### src/rtl/subcarrier_sequencer_if.sv
// ---------------------------------------------------------------------------
// subcarrier_sequencer_if
//
// Purpose:
//   Bundles the two streaming links around the subcarrier sequencer:
//   the coded-bit input stream from the interleaver and the per-bin
//   control/data stream into the constellation mapper.
//
// Signals:
//   in_data         [5:0]  coded-bit group, LSB-aligned (interleaver -> seq)
//   in_valid               in_data valid                (interleaver -> seq)
//   in_ready               group consumed on valid&&ready (seq -> interleaver)
//   en                     output valid / mapper enable (seq -> mapper)
//   out_ready              mapper accepts current output (mapper -> seq)
//   data_in         [5:0]  masked bit group              (seq -> mapper)
//   bpsc            [2:0]  coded bits per subcarrier     (seq -> mapper)
//   is_zero                current bin is a null         (seq -> mapper)
//   is_pilot               current bin is a pilot        (seq -> mapper)
//   pilot_indicator        1 = pilot +1, 0 = pilot -1    (seq -> mapper)
//   sc_idx          [5:0]  current IFFT bin index        (seq -> mapper)
//
// Modports:
//   master : the sequencer (drives in_ready and the whole mapper bus)
//   slave  : the surrounding datapath (interleaver source + mapper sink)
// ---------------------------------------------------------------------------
interface subcarrier_sequencer_if;
    logic [5:0] in_data;
    logic       in_valid;
    logic       in_ready;

    logic       en;
    logic       out_ready;
    logic [5:0] data_in;
    logic [2:0] bpsc;
    logic       is_zero;
    logic       is_pilot;
    logic       pilot_indicator;
    logic [5:0] sc_idx;

    modport master (
        input  in_data,
        input  in_valid,
        output in_ready,
        output en,
        input  out_ready,
        output data_in,
        output bpsc,
        output is_zero,
        output is_pilot,
        output pilot_indicator,
        output sc_idx
    );

    modport slave (
        output in_data,
        output in_valid,
        input  in_ready,
        input  en,
        output out_ready,
        input  data_in,
        input  bpsc,
        input  is_zero,
        input  is_pilot,
        input  pilot_indicator,
        input  sc_idx
    );
endinterface

### src/rtl/subcarrier_sequencer.sv
// ---------------------------------------------------------------------------
// subcarrier_sequencer
//
// Purpose:
//   Walks one 64-bin OFDM symbol at a time in IFFT bin order (0..63) for a
//   frame of num_sym symbols. Null bins (DC and guard band, 0 and 27..37)
//   and pilot bins (7, 21, 43, 57) are generated locally; every other bin
//   pulls one coded-bit group from the interleaver. Pilot polarity follows
//   the 127-length pilot scrambler (x^7 + x^4 + 1, all-ones seed), stepping
//   once per symbol. Each bin is presented to the mapper through a single
//   registered valid/ready stage.
//
// Ports:
//   clk            system clock
//   rst            synchronous, active-high reset
//   frame_start_i  one-cycle frame start pulse, honoured only when idle
//   num_sym_i      symbols in the frame, latched at frame start
//   bpsc_in_i      coded bits per subcarrier (1, 2, 4, 6), latched at start
//   sc_bus         master side of subcarrier_sequencer_if (input stream,
//                  mapper control/data stream)
//   busy_o         high while a frame is running
//   done_o         one-cycle pulse after the frame's last bin is accepted
//
// Parameters:
//   NSYM_W         width of the per-frame symbol count
// ---------------------------------------------------------------------------
module subcarrier_sequencer #(
    parameter int NSYM_W = 12
) (
    input  logic                          clk,
    input  logic                          rst,
    input  logic                          frame_start_i,
    input  logic [NSYM_W-1:0]             num_sym_i,
    input  logic [2:0]                    bpsc_in_i,
    subcarrier_sequencer_if.master        sc_bus,
    output logic                          busy_o,
    output logic                          done_o
);

    typedef enum logic {
        S_IDLE = 1'b0,
        S_RUN  = 1'b1
    } state_e;

    localparam logic [6:0] LFSR_SEED  = 7'b111_1111;
    localparam logic [5:0] LAST_BIN   = 6'd63;
    localparam logic [5:0] INV_PILOT  = 6'd21;

    // -----------------------------------------------------------------------
    // State
    // -----------------------------------------------------------------------
    state_e              state_q,   state_d;
    logic [5:0]          bin_q,     bin_d;
    logic [NSYM_W-1:0]   sym_q,     sym_d;
    logic [NSYM_W-1:0]   num_sym_q, num_sym_d;
    logic [2:0]          bpsc_q,    bpsc_d;
    logic [6:0]          lfsr_q,    lfsr_d;
    logic                done_q,    done_d;

    // Output stage registers
    logic                en_q,      en_d;
    logic [5:0]          data_q,    data_d;
    logic                zero_q,    zero_d;
    logic                pilot_q,   pilot_d;
    logic                pind_q,    pind_d;
    logic [5:0]          idx_q,     idx_d;

    // -----------------------------------------------------------------------
    // Combinational helpers
    // -----------------------------------------------------------------------
    logic       bin_null;
    logic       bin_pilot;
    logic       bin_data;
    logic [5:0] bit_mask;
    logic       pilot_p;
    logic       adv;
    logic       issuing;
    logic       load;
    logic       last_hs;

    // Classify the bin that is next to be loaded.
    always_comb begin : classify
        bin_null  = (bin_q == 6'd0) || ((bin_q >= 6'd27) && (bin_q <= 6'd37));
        bin_pilot = (bin_q == 6'd7)  || (bin_q == 6'd21) ||
                    (bin_q == 6'd43) || (bin_q == 6'd57);
        bin_data  = !bin_null && !bin_pilot;
    end

    // Unsupported modulation orders pass no bits at all.
    always_comb begin : mask_sel
        case (bpsc_q)
            3'd1:    bit_mask = 6'b000001;
            3'd2:    bit_mask = 6'b000011;
            3'd4:    bit_mask = 6'b001111;
            3'd6:    bit_mask = 6'b111111;
            default: bit_mask = 6'b000000;
        endcase
    end

    // Scrambler output for the current symbol.
    assign pilot_p = lfsr_q[6] ^ lfsr_q[3];

    // The output stage can take a new bin when it is empty or being drained.
    assign adv = !en_q || sc_bus.out_ready;

    // The symbol counter reaching num_sym means every bin of the frame has
    // been loaded; the frame then only waits for its last bin to drain.
    assign issuing = (state_q == S_RUN) && (sym_q != num_sym_q);

    assign sc_bus.in_ready = issuing && adv && bin_data;

    // Data bins stall (bubble) without input; null/pilot bins never wait.
    assign load = issuing && adv && (!bin_data || sc_bus.in_valid);

    // Once issuing has stopped, the only bin still pending is bin 63 of the
    // last symbol, so its handshake closes the frame.
    assign last_hs = (state_q == S_RUN) && !issuing && en_q &&
                     sc_bus.out_ready && (idx_q == LAST_BIN);

    // -----------------------------------------------------------------------
    // Next-state / output-stage logic
    // -----------------------------------------------------------------------
    always_comb begin : next_state
        // NOTE: every _d is given its hold value first, so no branch can
        // leave one unassigned and infer a latch.
        state_d   = state_q;
        bin_d     = bin_q;
        sym_d     = sym_q;
        num_sym_d = num_sym_q;
        bpsc_d    = bpsc_q;
        lfsr_d    = lfsr_q;
        done_d    = 1'b0;
        en_d      = en_q;
        data_d    = data_q;
        zero_d    = zero_q;
        pilot_d   = pilot_q;
        pind_d    = pind_q;
        idx_d     = idx_q;

        case (state_q)
            S_IDLE: begin
                if (frame_start_i) begin
                    if (num_sym_i != '0) begin
                        state_d   = S_RUN;
                        num_sym_d = num_sym_i;
                        bpsc_d    = bpsc_in_i;
                        lfsr_d    = LFSR_SEED;
                        bin_d     = '0;
                        sym_d     = '0;
                    end else begin
                        // Empty frame: nothing to send, report completion.
                        done_d = 1'b1;
                    end
                end
            end
            S_RUN: begin
                if (last_hs) begin
                    state_d = S_IDLE;
                    done_d  = 1'b1;
                end
            end
            default: state_d = S_IDLE;
        endcase

        // Output stage: en follows whether a bin was loaded this cycle;
        // while stalled (adv=0) everything holds.
        if (adv) begin
            en_d = load;
        end

        if (load) begin
            idx_d   = bin_q;
            zero_d  = bin_null;
            pilot_d = bin_pilot;
            // Bin 21 carries the inverted pilot.
            pind_d  = bin_pilot & ~(pilot_p ^ (bin_q == INV_PILOT));
            data_d  = bin_data ? (sc_bus.in_data & bit_mask) : 6'b000000;
            bin_d   = bin_q + 6'd1;   // wraps 63 -> 0
            if (bin_q == LAST_BIN) begin
                sym_d  = sym_q + NSYM_W'(1);
                lfsr_d = {lfsr_q[5:0], pilot_p};
            end
        end
    end

    // -----------------------------------------------------------------------
    // Registers
    // -----------------------------------------------------------------------
    // NOTE: sequential state uses non-blocking assignments so every flop
    // samples pre-edge values regardless of statement order.
    always_ff @(posedge clk) begin
        if (rst) begin
            state_q   <= S_IDLE;
            bin_q     <= '0;
            sym_q     <= '0;
            num_sym_q <= '0;
            bpsc_q    <= '0;
            lfsr_q    <= LFSR_SEED;
            done_q    <= 1'b0;
            en_q      <= 1'b0;
            data_q    <= '0;
            zero_q    <= 1'b0;
            pilot_q   <= 1'b0;
            pind_q    <= 1'b0;
            idx_q     <= '0;
        end else begin
            state_q   <= state_d;
            bin_q     <= bin_d;
            sym_q     <= sym_d;
            num_sym_q <= num_sym_d;
            bpsc_q    <= bpsc_d;
            lfsr_q    <= lfsr_d;
            done_q    <= done_d;
            en_q      <= en_d;
            data_q    <= data_d;
            zero_q    <= zero_d;
            pilot_q   <= pilot_d;
            pind_q    <= pind_d;
            idx_q     <= idx_d;
        end
    end

    // -----------------------------------------------------------------------
    // Outputs
    // -----------------------------------------------------------------------
    assign sc_bus.en              = en_q;
    assign sc_bus.data_in         = data_q;
    assign sc_bus.bpsc            = bpsc_q;
    assign sc_bus.is_zero         = zero_q;
    assign sc_bus.is_pilot        = pilot_q;
    assign sc_bus.pilot_indicator = pind_q;
    assign sc_bus.sc_idx          = idx_q;

    assign busy_o = (state_q == S_RUN);
    assign done_o = done_q;

endmodule

### src/flat_wrapper.sv
// flat-port wrapper written by rule: the top's interface ports become plain ports
module subcarrier_sequencer_flat 
#(
    parameter int NSYM_W = 12
)
  (clk, rst, frame_start_i, num_sym_i, bpsc_in_i, busy_o, done_o, sc_bus_in_data, sc_bus_in_valid, sc_bus_in_ready, sc_bus_en, sc_bus_out_ready, sc_bus_data_in, sc_bus_bpsc, sc_bus_is_zero, sc_bus_is_pilot, sc_bus_pilot_indicator, sc_bus_sc_idx);
  subcarrier_sequencer_if sc_bus_i ();
  input  logic clk;
  input  logic rst;
  input  logic frame_start_i;
  input  logic [NSYM_W-1:0] num_sym_i;
  input  logic [2:0] bpsc_in_i;
  output logic busy_o;
  output logic done_o;
  input wire logic [$bits(sc_bus_i.in_data)-1:0] sc_bus_in_data;
  input wire logic [$bits(sc_bus_i.in_valid)-1:0] sc_bus_in_valid;
  output wire logic [$bits(sc_bus_i.in_ready)-1:0] sc_bus_in_ready;
  output wire logic [$bits(sc_bus_i.en)-1:0] sc_bus_en;
  input wire logic [$bits(sc_bus_i.out_ready)-1:0] sc_bus_out_ready;
  output wire logic [$bits(sc_bus_i.data_in)-1:0] sc_bus_data_in;
  output wire logic [$bits(sc_bus_i.bpsc)-1:0] sc_bus_bpsc;
  output wire logic [$bits(sc_bus_i.is_zero)-1:0] sc_bus_is_zero;
  output wire logic [$bits(sc_bus_i.is_pilot)-1:0] sc_bus_is_pilot;
  output wire logic [$bits(sc_bus_i.pilot_indicator)-1:0] sc_bus_pilot_indicator;
  output wire logic [$bits(sc_bus_i.sc_idx)-1:0] sc_bus_sc_idx;
  assign sc_bus_i.in_data = sc_bus_in_data;
  assign sc_bus_i.in_valid = sc_bus_in_valid;
  assign sc_bus_in_ready = sc_bus_i.in_ready;
  assign sc_bus_en = sc_bus_i.en;
  assign sc_bus_i.out_ready = sc_bus_out_ready;
  assign sc_bus_data_in = sc_bus_i.data_in;
  assign sc_bus_bpsc = sc_bus_i.bpsc;
  assign sc_bus_is_zero = sc_bus_i.is_zero;
  assign sc_bus_is_pilot = sc_bus_i.is_pilot;
  assign sc_bus_pilot_indicator = sc_bus_i.pilot_indicator;
  assign sc_bus_sc_idx = sc_bus_i.sc_idx;
  subcarrier_sequencer #(.NSYM_W(NSYM_W)) u_core (.clk(clk), .rst(rst), .frame_start_i(frame_start_i), .num_sym_i(num_sym_i), .bpsc_in_i(bpsc_in_i), .sc_bus(sc_bus_i), .busy_o(busy_o), .done_o(done_o));
endmodule
### config.mk
export PLATFORM = sky130hd
export DESIGN_NAME = subcarrier_sequencer_flat
export DESIGN_NICKNAME = d
export VERILOG_FILES = /design/src/rtl/subcarrier_sequencer_if.sv /design/src/rtl/subcarrier_sequencer.sv /design/src/flat_wrapper.sv
export SDC_FILE = /design/constraint.sdc
export NUM_CORES = 1
export LEC_CHECK = 0
export BUFFER_PORTS_ARGS = -buffer_cell sky130_fd_sc_hd__buf_2
export CORE_MARGIN = 2
export CORE_UTILIZATION = 35
export CTS_CLUSTER_SIZE = 12
export DETAILED_ROUTE_END_ITERATION = 6
export HOLD_SLACK_MARGIN = 0.08
export SYNTH_ARGS = -nofsm -noshare
export SYNTH_HDL_FRONTEND = slang
export SYNTH_SLANG_ARGS = --single-unit
### constraint.sdc
create_clock -name clk -period 6.6 [get_ports clk]
set_clock_uncertainty 0.05 [all_clocks]
set_input_delay 1.32 -clock clk [delete_from_list [all_inputs] [get_ports clk]]
set_output_delay 1.32 -clock clk [all_outputs]
set_load 0.02 [all_outputs]
==> qor.log <==
qor: die.starting_density 36.23%
qor: sta.tightest_slew 1.199 ns
qor: die.core_area 8721 sq um
qor: synthesis.synthCells 368
qor: detailed_routing.wirelength 7899 um
qor: power.switchingPower 238.2 uW
qor: sta.grt_setup_unrepaired no
qor: global_routing.grt_antenna_before_repair 0
qor: power.proportion_of_power_drawn_by_combinational_gates 11.3%
qor: critical_path.critical-path-top-cell-by-count sky130_fd_sc_hd__buf_2
qor: sta.clock.fmax 255.4 MHz
qor: cells_and_area.layout-drive-gt1-share 20.05%
qor: synthesis.seq_area_frac_synth 36.75%
qor: synthesis.synthesis.yosys.warnings 0
qor: detailed_routing.detailedRoute.firstPassIterationCount 4
qor: global_routing.globalRoute.totalOverflow 0
qor: synthesis.average_footprint_of_a_synthesized_cell 8.585 sq um
qor: die.height_of_the_chip 99.01 um
qor: cells_and_area.seq_cell_area 1161 sq um
qor: sta.report.final.setup_viol 0
qor: detailed_routing.final_antenna_net_count 0
qor: critical_path.path_class primary input to primary output
qor: cts.insertion_delay_to_the_later_sink_of_the_worst_skew_pair 0.34 ns
qor: cells_and_area.n_fill_cell 896
qor: cts.cts-root-buf sky130_fd_sc_hd__clkbuf_8
qor: place.gpl.final_weighted_congestion 0.7960
qor: cells_and_area.final_util 41.38%
qor: cts.cts_setup_buffers 0
qor: power.share_seq_of_total_power 41.7%
qor: critical_path.worst-endpoint-arrival 2.55 ns
qor: power.p_leak 1.388 nW
qor: run_status.status finished, final reports clean
qor: global_routing.number_of_global_route_vias_before_repair 2,685
qor: power.share_clk_of_total_power 47.1%
qor: cells_and_area.final_common_cell sky130_fd_sc_hd__dfxtp_1
qor: detailed_routing.drt_drc_violations_left 0
qor: critical_path.max_stage_delay 0.61 ns
qor: cts.clk_transition_reported_paths 0.08 ns
qor: critical_path.crit_path_end_kind primary output
qor: cells_and_area.final_cells 507
qor: synthesis.post_synthesis_register_bit_count 58
qor: cts.clock_path_buffers 2
qor: flow_run.drv_cap 0
qor: cells_and_area.finish.net_count 425
qor: cts.cts_num_sinks 58
qor: die.num_rows 34
qor: sta.slew_headroom 19.81%
qor: critical_path.start_kind primary input
qor: global_routing.largest_net_degree_at_the_start_of_global_routing 57
qor: cells_and_area.antennaDiodeCount 0
qor: global_routing.groute.usage.overall 16.56%
qor: sta.setup_total_negative_slack 0 ns
qor: synthesis.synth_fp_nets 399
qor: cts.cts-buffers-inserted 9
qor: detailed_routing.drt-initial-drc-count 213
qor: sta.report.final.hold_viol_count 0
qor: place.post-dp-hpwl 5432 um
qor: die.die_w 99.01 um
qor: detailed_routing.routed_wire_length_per_instance 15.58 um
qor: cells_and_area.final_cell_mix sky130_fd_sc_hd__dfxtp_1, sky130_fd_sc_hd__nand2_1, sky130_fd_sc_hd__buf_2
qor: cts.postCtsResizedCells 0
qor: worst_hold_path.min_path_type register to register
qor: synthesis.synth.cell_area 3159 sq um
qor: synthesis.ys_types 51
qor: detailed_routing.post_drt_via_cell_ratio 5.617
qor: power.vdd_ir_drop_max 0.1929 mV
qor: die.dieArea 9802 sq um
qor: global_routing.global_route_wire_length_before_repair 13,370 um
qor: sta.layout_min_cycle_time 3.916 ns
qor: place.numPlacedInstances 491
qor: cts.cts_tree built
qor: cts.cts.htree.levels 3
qor: place.io_buffer_count 47
qor: critical_path.path_max_fanout 13
qor: critical_path.crit_path_top_delay_cell sky130_fd_sc_hd__and2_0
qor: power.internal_power 642.8 uW
qor: power.netSwitchingFraction 27.04%
qor: power.powerDensity 244.1 nW/um^2
qor: cts.cts_hold_buf 0
qor: critical_path.timing.critical_path.required 5.23 ns
qor: detailed_routing.num_vias 2,848
qor: cells_and_area.multiInputGateArea 1802 sq um
qor: sta.timing.final.crit_share 59.34%
qor: sta.report.final.slew_viol_count 0
qor: cells_and_area.area.growth.synth_to_final 14.22%
qor: die.boundaryPins 48
qor: critical_path.cp_cell_sequence buf_2 -> nand2b_1 -> and2_0 -> and3_1 -> buf_2
## registers in the layout, summed over array words and instances (netlist names)
signal / count
u_core.bin_q: 6
u_core.busy_o: 1
u_core.done_o: 1
u_core.lfsr_q: 7
u_core.num_sym_q: 12
u_core.sc_bus.bpsc: 3
u_core.sc_bus.data_in: 6
u_core.sc_bus.en: 1
u_core.sc_bus.is_pilot: 1
u_core.sc_bus.is_zero: 1
u_core.sc_bus.pilot_indicator: 1
u_core.sc_bus.sc_idx: 6
u_core.sym_q: 12
## layer usage
metal / GRT usage, % / part of all wire [%]
met1: 23.15 / 48
met2: 26.04 / 47
met3: 2.199 / 3.9
met4: 6.217 / 1.6
met5: 0 / 0
## cells in the mapped netlist (all sizes together)
cell / instances / area share (%)
ha: 5 / 2.0
or3: 2 / 0.40
nor2: 21 / 2.5
a41o: 2 / 0.63
o31ai: 7 / 1.7
nand4: 13 / 2.6
nor3: 15 / 3.1
mux2: 4 / 1.7
xor2: 13 / 3.6
buf: 12 / 3.2
o21ai: 3 / 0.48
or2: 2 / 0.40
o311ai: 12 / 3.3
and2: 7 / 1.4
nand2b: 2 / 0.40
o32ai: 2 / 0.79
clkbuf: 22 / 2.7
a41oi: 1 / 0.28
mux2i: 14 / 4.4
dfxtp: 58 / 37
nand2: 49 / 5.8
nor3b: 1 / 0.24
or4: 1 / 0.24
a21oi: 35 / 5.5
inv: 3 / 0.36
nand3b: 2 / 0.48
nor2b: 5 / 0.99
a2111oi: 1 / 0.87
o31a: 2 / 0.55
and3b: 1 / 0.28
and3: 5 / 0.99
xnor2: 4 / 1.1
o311a: 2 / 0.63
nor4: 13 / 3.0
nand3: 10 / 2.0
or3b: 1 / 0.36
o2111ai: 11 / 3.0
a31o: 2 / 0.55
o21a: 3 / 0.71
## layout make-up
cell class	instances	area share (%)
multi-input combinational	273	49.93
sequential	58	32.18
timing repair buffer	49	6.935
tap	108	3.745
clock inverter	7	3.467
clock buffer	9	3.433
inverter	3	0.3121
## critical path, delay by kind of cell
family	cells	cell delay (ns)
buffers and inverters	2	0.24
AND/OR/NAND/NOR	3	0.98
## final timing paths
check,from,endpoint,slack [ns],cells after the start
worst min register to register,u_core.sc_bus.data_in[4],u_core.sc_bus.data_in[4],0.42,2
worst max-delay path,sc_bus_out_ready,sc_bus_in_ready,2.68,5
worst max register to register,u_core.bin_q[0],u_core.sym_q[11],3.65,7
worst min-delay path,u_core.sc_bus.data_in[4],u_core.sc_bus.data_in[4],0.42,2
## power groups by stage
stage | clock network (mW) | logic [mW] | registers, mW
finish | 0.415 | 0.0993 | 0.367
global route | 0.433 | 0.109 | 0.368
detailed placement | 0 | 0.0987 | 0.375
global placement | 0 | 0.0979 | 0.375
floorplan | 0 | 0.0697 | 0.377
CTS | 0.418 | 0.0991 | 0.367
## per-stage QoR
| stage | power [mW] | hold WS, ns | instance area [sq um] | setup WS [ns] |
|---|---|---|---|---|
| floorplan | 0.4470 | 0.3981 | 3159 | 2.953 |
| global placement | 0.4728 | 0.3962 | 3359 | 2.707 |
| detailed placement | 0.4738 | 0.4104 | 3359 | 2.697 |
| CTS | 0.8842 | 0.4204 | 3608 | 2.686 |
| global route | 0.9102 | 0.4474 | 3608 | 2.594 |
| finish | 0.8810 | 0.4151 | 3608 | 2.684 |
## cell families (layout without fill, tap and decap cells)
| family | after synthesis | in the layout | synth area share [%] |
|---|---|---|---|
| fa+ha+maj | 5 | 5 | 1.980 |
| buf+inv | 37 | 68 | 6.217 |
| simple gates | 150 | 150 | 25.15 |
| xor+xnor | 17 | 17 | 4.713 |
| flops | 58 | 58 | 36.75 |
| mux | 18 | 18 | 6.099 |
| compound gates | 83 | 83 | 19.09 |
Power figures use the tool's default switching activity.
